--- src/rtl/ds_arb_rr.sv ---
// Round-robin arbiter sharing one valid/ready write stream between N requesters.
// The grant is held across stalled beats and, with LOCK=1, across whole packets.
module ds_arb_rr #(
    parameter int N    = 4,
    parameter int DW   = 8,
    parameter int LOCK = 1
) (
    input  logic                 i_clk,
    input  logic                 i_rst,
    input  logic [N-1:0]         i_vld,
    output logic [N-1:0]         o_rdy,
    input  logic [N*DW-1:0]      i_data,
    input  logic [N-1:0]         i_last,
    output logic                 o_vld,
    input  logic                 i_rdy,
    output logic [DW-1:0]        o_data,
    output logic                 o_last,
    output logic [$clog2(N)-1:0] o_grant,
    output logic                 o_gnt_vld
);

    localparam int IW = $clog2(N);

    typedef enum logic [1:0] {
        IDLE = 2'd0,
        HOLD = 2'd1,
        LCKD = 2'd2
    } state_t;

    state_t          state, state_nxt;
    logic [IW-1:0]   ptr, ptr_nxt;
    logic [IW-1:0]   gnt_q, gnt_nxt;
    logic [IW-1:0]   sel, g;
    logic            found, active, xfer, close;

    // Modulo-N increment; N need not be a power of two.
    function automatic logic [IW-1:0] wrap_inc(input logic [IW-1:0] k);
        if (k == IW'(N - 1)) return '0;
        return k + IW'(1);
    endfunction

    // First valid requester at or after ptr, wrapping.
    always_comb begin
        int idx;
        idx   = 0;
        found = 1'b0;
        sel   = ptr;
        for (int i = 0; i < N; i++) begin
            idx = int'(ptr) + i;
            if (idx >= N) idx = idx - N;
            if (!found && i_vld[IW'(idx)]) begin
                found = 1'b1;
                sel   = IW'(idx);
            end
        end
    end

    always_comb begin
        g         = (state == IDLE) ? sel : gnt_q;
        active    = !i_rst && ((state != IDLE) || found);
        o_vld     = active && i_vld[g];
        o_data    = i_data[int'(g)*DW +: DW];
        o_last    = i_last[g];
        o_rdy     = '0;
        if (active && i_rdy) o_rdy[g] = 1'b1;
        o_grant   = i_rst ? '0 : g;
        o_gnt_vld = active;
        xfer      = o_vld && i_rdy;
        close     = (LOCK == 0) || i_last[g];
    end

    always_comb begin
        state_nxt = state;
        ptr_nxt   = ptr;
        gnt_nxt   = gnt_q;
        case (state)
            IDLE, HOLD: begin
                if (xfer) begin
                    if (close) begin
                        state_nxt = IDLE;
                        ptr_nxt   = wrap_inc(g);
                    end else begin
                        state_nxt = LCKD;
                        gnt_nxt   = g;
                    end
                end else if (state == IDLE && found) begin
                    // Offered beat stalled: pin the grant until it moves.
                    state_nxt = HOLD;
                    gnt_nxt   = g;
                end
            end
            LCKD: begin
                if (xfer && i_last[g]) begin
                    state_nxt = IDLE;
                    ptr_nxt   = wrap_inc(g);
                end
            end
            default: state_nxt = IDLE;
        endcase
    end

    always_ff @(posedge i_clk) begin
        if (i_rst) begin
            state <= IDLE;
            ptr   <= '0;
            gnt_q <= '0;
        end else begin
            state <= state_nxt;
            ptr   <= ptr_nxt;
            gnt_q <= gnt_nxt;
        end
    end

`ifndef SYNTHESIS
    always_ff @(posedge i_clk) begin
        if (!i_rst) begin
            assert ($onehot0(o_rdy));
            assert ({1'b0, gnt_q} < (IW + 1)'(N));
        end
    end

    a_grant_stable: assert property (@(posedge i_clk) disable iff (i_rst)
        (o_vld && !i_rdy) |=> $stable(o_grant));
`endif

endmodule

--- config.mk ---
export PLATFORM = sky130hd
export DESIGN_NAME = ds_arb_rr
export DESIGN_NICKNAME = d
export VERILOG_FILES = /design/src/rtl/ds_arb_rr.sv
export SDC_FILE = /design/constraint.sdc
export NUM_CORES = 1
export LEC_CHECK = 0
export CORE_MARGIN = 10
export CORE_UTILIZATION = 40
export CTS_CLUSTER_DIAMETER = 60
export DETAILED_ROUTE_END_ITERATION = 10
export GPL_TIMING_DRIVEN = 1
export PLACE_DENSITY = 0.83
export SKIP_LAST_GASP = 1
export SLEW_MARGIN = 5
export SYNTH_ARGS = -nofsm -noshare
export SYNTH_HDL_FRONTEND = slang
export SYNTH_SLANG_ARGS = --single-unit
--- constraint.sdc ---
create_clock -name i_clk -period 6.4 [get_ports i_clk]
set_input_delay 1.28 -clock i_clk [delete_from_list [all_inputs] [get_ports i_clk]]
set_output_delay 1.28 -clock i_clk [all_outputs]
set_load 0.01 [all_outputs]
Word-level counts from Yosys, hierarchy flattened
Cells that the tools add are included.
{"block": "word_totals", "ff_bits": 6, "input_bits": 43, "out_inout_bits": 17, "wordCells": 107}
{"block": "op_classes", "n_addsub": 8, "magnitude_cmp": 10, "n_eq_ne": 8, "shifts": 1, "muxes": 54, "n_reduce_logical": 23}
{"op": "2-bit two-way mux", "n": 23}
{"op": "32-bit by 6-bit indexed part select with 8-bit output", "n": 1}
{"op": "1-bit two-way mux", "n": 21}
{"op": "2-bit by 4-bit < comparator with 1-bit output (second input constant)", "n": 4}
{"op": "1-bit binary-select mux with 2-bit select", "n": 6}
{"op": "1-bit logical AND", "n": 10}
{"op": "3-bit >= comparator (second input constant)", "n": 3}
{"op": "2-bit inequality test (second input constant)", "n": 4}
{"op": "2-bit one-hot mux with 2 select lines", "n": 2}
{"op": "2-bit by 1-bit subtractor with 2-bit output (second input constant)", "n": 4}
{"op": "2-bit by 2-bit adder with 3-bit output (second input constant)", "n": 2}
{"op": "2-bit nonzero test", "n": 3}
{"op": "2-bit equality test (second input constant)", "n": 2}
{"op": "1-bit logical NOT", "n": 4}
{"op": "4-bit two-way mux", "n": 1}
{"op": "4-bit AND reduction", "n": 1}
{"op": "2-bit by 1-bit adder with 3-bit output (second input constant)", "n": 1}
{"op": "2-bit by 3-bit >= comparator with 1-bit output (second input constant)", "n": 1}
{"op": "2-bit by 3-bit < comparator with 1-bit output (second input constant)", "n": 1}
{"op": "3-bit inequality test (second input constant)", "n": 1}
{"op": "3-bit AND reduction", "n": 1}
{"op": "2-bit by 1-bit adder with 2-bit output (second input constant)", "n": 1}
{"op": "1-bit demux with 2-bit select", "n": 1}
{"op": "2-bit by 1-bit equality test with 1-bit output (second input constant)", "n": 1}
{"op": "other kinds (5)", "n": 5}

Longest topological paths before layout
Gate-level depths: netlist (run 1).
{"block": "depth", "word_depth": 26, "mapped_depth": 9, "depth_no_buf": 7}

Worst setup path after synthesis (run 1)
OpenSTA, ideal clock, no wires.
{"block": "synth_timing", "path_type": "in2out", "from": "input port i_vld[3]", "to": "output port o_rdy[2]", "arrival_ps": 3082, "required_time_ps": 5120, "setup_slack_ps": 2038, "path_stages": 8, "n_path_buf": 2, "cell_sequence": "and2_1 -> a311o_1 -> a211oi_2 -> buf_2 -> clkinv_1 -> buf_2 -> ha_1 -> and3_1"}
{"block": "synth_between", "elab_chain_len": 19, "elab_cells_between_ends": 36, "classes_between": "2 x order compare; 24 x mux; 10 x reduce/logical"}
{"element": "start, declared", "line_no": "10", "source": "input logic [N-1:0] i_vld,"}
{"element": "1-bit binary-select mux with 2-bit select", "line_no": "51", "source": "if (!found && i_vld[IW'(idx)]) begin"}
{"element": "1-bit two-way mux (implied by the code) (2 in a row)", "line_no": "51"}
{"element": "1-bit two-way mux", "line_no": "51"}
{"element": "1-bit logical NOT", "line_no": "51"}
{"element": "1-bit logical AND", "line_no": "51"}
{"element": "1-bit two-way mux", "line_no": "51"}
{"element": "1-bit logical NOT", "line_no": "51"}
{"element": "1-bit logical AND", "line_no": "51"}
{"element": "(+3 left out)"}
{"element": "2-bit two-way mux *", "line_no": "51"}
{"element": "2-bit two-way mux *", "line_no": "59", "source": "g = (state == IDLE) ? sel : gnt_q;"}
{"element": "via g[1]", "line_no": "33", "source": "logic [IW-1:0] sel, g;"}
{"element": "2-bit by 3-bit < comparator with 1-bit output (implied by the code) or 2-bit by 1-bit >= comparator with 1-bit output (tied branches)", "line_no": "65", "source": "if (active && i_rdy) o_rdy[g] = 1'b1;"}
{"element": "1-bit logical AND (implied by the code)", "line_no": "65"}
{"element": "1-bit two-way mux (implied by the code)", "line_no": "65"}
{"element": "1-bit demux with 2-bit select *", "line_no": "65"}
{"element": "4-bit two-way mux *", "line_no": "65"}
{"element": "end, declared", "line_no": "11", "source": "output logic [N-1:0] o_rdy,"}
The timed path passes the listed nets; every way through them passes the cells marked *. The select of a mux whose other input is x is not followed.

Worst setup path after layout (run 1)
{"block": "layout_timing", "from": "input port i_vld[0]", "to": "output port o_rdy[3]"}
{"block": "layout_between", "elab_chain_len": 19, "elab_cells_between_ends": 36, "classes_between": "2 x order compare; 24 x mux; 10 x reduce/logical"}
{"element": "1-bit binary-select mux with 2-bit select", "line_no": "51"}
{"element": "1-bit two-way mux (implied by the code) (2 in a row)", "line_no": "51"}
{"element": "1-bit two-way mux", "line_no": "51"}
{"element": "1-bit logical NOT", "line_no": "51"}
{"element": "1-bit logical AND", "line_no": "51"}
{"element": "1-bit two-way mux", "line_no": "51"}
{"element": "1-bit logical NOT", "line_no": "51"}
{"element": "1-bit logical AND", "line_no": "51"}
{"element": "(+2 left out)"}
{"element": "1-bit logical AND", "line_no": "51"}
{"element": "2-bit two-way mux", "line_no": "51"}
{"element": "2-bit two-way mux", "line_no": "59"}
{"element": "2-bit by 3-bit < comparator with 1-bit output (implied by the code) or 2-bit by 1-bit >= comparator with 1-bit output (tied branches)", "line_no": "65"}
{"element": "1-bit logical AND (implied by the code)", "line_no": "65"}
{"element": "1-bit two-way mux (implied by the code)", "line_no": "65"}
{"element": "1-bit demux with 2-bit select", "line_no": "65"}
{"element": "4-bit two-way mux *", "line_no": "65"}
Every way passes the cells marked *; elsewhere a longest branch is shown, timed or not. The select of a mux whose other input is x is not followed.

==> qor.yml, run 1 <==
setup_path:
  worstSetupPathDepth: 9
  worstPathMaxFanout: 19
  critical-path-slowest-cell: "clkdlybuf4s50_1"
  arrival_ns: 4.29
  crit_buf_inv: 4
  cp-start-kind: "primary input"
  end_kind: "output pin"
  crit_type: "primary input to output pin"
  cpMostUsedCell: "clkdlybuf4s50_1"
  rr_startpoint: "ptr[0]"
  path_cells: "clkdlybuf4s50_1 > nand2b_1 > a311o_1 > a211oi_2 > buf_4 > clkinv_1 > ha_1 > and3_1 > clkdlybuf4s50_1"
  max_stage_delay_ns: 0.60
  worstReg2RegEnd: "ptr[1]"
  crit_required_ns: 5.12
  ff2ff_path_depth: 7
  crit_end: "o_rdy[3]"
  startpoint: "i_vld[0]"
  crit_family: "buffers and inverters"
  regToRegSetupSlack_ns: 3.77
clock_network:
  cts_tree: "built"
  cts.sinks: 6
  ctsResizeCount: 0
  cts.path.max_buffers: 2
  cts_max_level: 1
  cts_buffers: 3
  clockRootBuffer: "clkbuf_4"
  post-cts-setup-buffer-count: 0
  holdBufCountCts: 0
  path_clk_slew_ns: 0.05
  clkLatencyLatePin_ns: 0.25
power_and_ir_drop:
  p_switching_w: 0.0002201
  p_per_area_nw_per_um2: 306.1
  total_power_w: 0.0004791
  p_clk_frac: 0.075
  ir_drop_mv: 0.2200
  switching_share: 0.4593
  pwr-share-comb: 0.793
  internal-power_w: 0.0002590
  leakage_nw: 0.6532
  p_seq_frac: 0.132
drt:
  routedWlPerCell_um: 16.38
  drc_errors: 0
  wl_um: 3604
  routed_via_density: 5.473
  dr.pass1.iters: 4
  drtIter0Drc: 156
  num_vias: 1204
  drtAntennaViolNets: 0
timing:
  tns_ns: 0
  finClkSkew_ns: 0.007545
  tightest_slew_ns: 0.7794
  setup_violations: 0
  setup_ws_ns: 0.8332
  hold_viol_final: 0
  slew_violations: 0
  post-route-period-util: 0.8698
  min_period_ns: 5.567
  slew_headroom: 0.4756
  holdWs_ns: 0.5718
  rsz0062_at_grt: "false"
  fmax_ghz: 0.1796
finish:
  post-route-util: 0.6942
  layout_common_cells: "clkdlybuf4s50_1, nand2_1, and3_1, a21oi_1, a31oi_1"
  drive_gt1_frac: 0.07292
  fin_nets: 241
  diodes: 0
  final_common_cell: "clkdlybuf4s50_1"
  area_growth_pct: 63.53
global_route:
  grt.busiest_layer: "met2"
  antenna_found_initial: 0
  grtUsageTotal: 0.1468
  grt_max_degree: 20
  grtUsageMet3: 0.04670
  grt_pass1_vias: 1144
  gr-usage-met1: 0.1763
  grtUsageMet2: 0.2409
  grt_pass1_wl_um: 5444
  overflow: 0
yosys:
  synth-seq-cells: 6
  synth-edff-count: 0
  ys_warn_count: 0
  syn_area_um2: 957.2
  syn-num-nets: 185
  synth_cell_types: 42
  async_reset_ff_frac: 0
  syn_inst: 138
  synth_flop_cell: "dfxtp_1"
  yosysSeqAreaShare: 0.1255
  avgSynthCellArea_um2: 6.936
floorplanning:
  core_um2: 2255
  row_count: 17
  ios: 60
  die_h_um: 68.92
  die_area_um2: 4749
  start_util: 0.4245
  die_w_um: 68.92
placement:
  place_congestion: 0.8583
  dp.final_hpwl_um: 2933
  dpl_worst_slack_ns: 0.8829
  io_buffers: 59
run_status:
  run_status: "completed"
worst_hold_path:
  hp-class: "flop to flop"
job:
  max-cap-violations: 0
## state kept, by name, summed over array words and instances (netlist names)
| name | cells |
|---|---|
| ptr | 2 |
| state | 2 |
| gnt_q | 2 |
## worst reg2reg max path: cells and delay by family, from the launching register on
kind | cells | cell delay [ns]
compound gates | 5 | 1.43
flops | 1 | 0.45
buf+inv | 1 | 0.38
simple gates | 1 | 0.27
## worst min-delay path by stage
stage / from / end / slack (ns) / depth (start not counted)
2_1_floorplan: gnt_q[0] / gnt_q[0] / 0.48 / 2
3_3_place_gp: gnt_q[0] / gnt_q[0] / 0.54 / 2
5_1_grt: gnt_q[0] / gnt_q[0] / 0.63 / 2
6_report: gnt_q[0] / gnt_q[0] / 0.57 / 2
4_1_cts: gnt_q[0] / gnt_q[0] / 0.56 / 2
3_5_place_dp: gnt_q[0] / gnt_q[0] / 0.55 / 2
## Yosys cell counts (2+ instances only)
| library cell | count | area [µm²] |
|---|---|---|
| nand2_1 | 35 | 131.4 |
| and3_1 | 12 | 75.07 |
| a21oi_1 | 10 | 50.05 |
| a31oi_1 | 8 | 50.05 |
| dfxtp_1 | 6 | 120.1 |
| clkbuf_1 | 5 | 18.77 |
| ha_1 | 4 | 50.05 |
| inv_1 | 4 | 15.01 |
| nand2b_1 | 4 | 25.02 |
| nor2_1 | 4 | 15.01 |
| nor3_1 | 4 | 20.02 |
| o21ai_0 | 4 | 20.02 |
| mux2i_1 | 3 | 30.03 |
| nor3b_1 | 3 | 22.52 |
| a211oi_2 | 2 | 25.02 |
| buf_2 | 2 | 10.01 |
| buf_6 | 2 | 22.52 |
| o211ai_1 | 2 | 15.01 |
## kinds of logic after synthesis
family | synth area share
flops | 0.1255
mux | 0.08235
simple gates | 0.3634
fa+ha+maj | 0.05229
buf+inv | 0.07711
compound gates | 0.2994
## metrics by stage
stage	area, µm²	instances
2_1_floorplan	957.2	138
3_3_place_gp	1543	217
3_5_place_dp	1543	217
4_1_cts	1565	220
5_1_grt	1565	220
6_report	1565	220
## layout make-up
type / instances / area [µm²]
flip-flops and latches: 6 / 120.1
fillers: 208 / 689.4
clock buffers: 3 / 22.52
inverters: 5 / 18.77
repair buffers: 61 / 605.6
multi-input cells: 117 / 763.2
well taps: 28 / 35.03
## layer usage
metal,vias up,wire length (µm)
li1,611,-
met3,4,249
met1,544,1443
met2,45,1878
met4,0,33
met5,-,0
## power by group through the flow
stage	registers [W]	clock network [W]	logic (W)
after floorplan	0.0000549	0	0.000225
after global placement	0.0000630	0	0.000374
after detailed placement	0.0000631	0	0.000379
after CTS	0.0000625	0.0000365	0.000382
after global routing	0.0000647	0.0000407	0.000417
final	0.0000633	0.0000358	0.000380
(Power assumes the default switching activity.)
==> run 2, diff against run 1 <==
- CTS_CLUSTER_DIAMETER: 60 -> 80
==> results of run 2 <==
No change in the layout: final DEF, timing and power equal those of run 1.
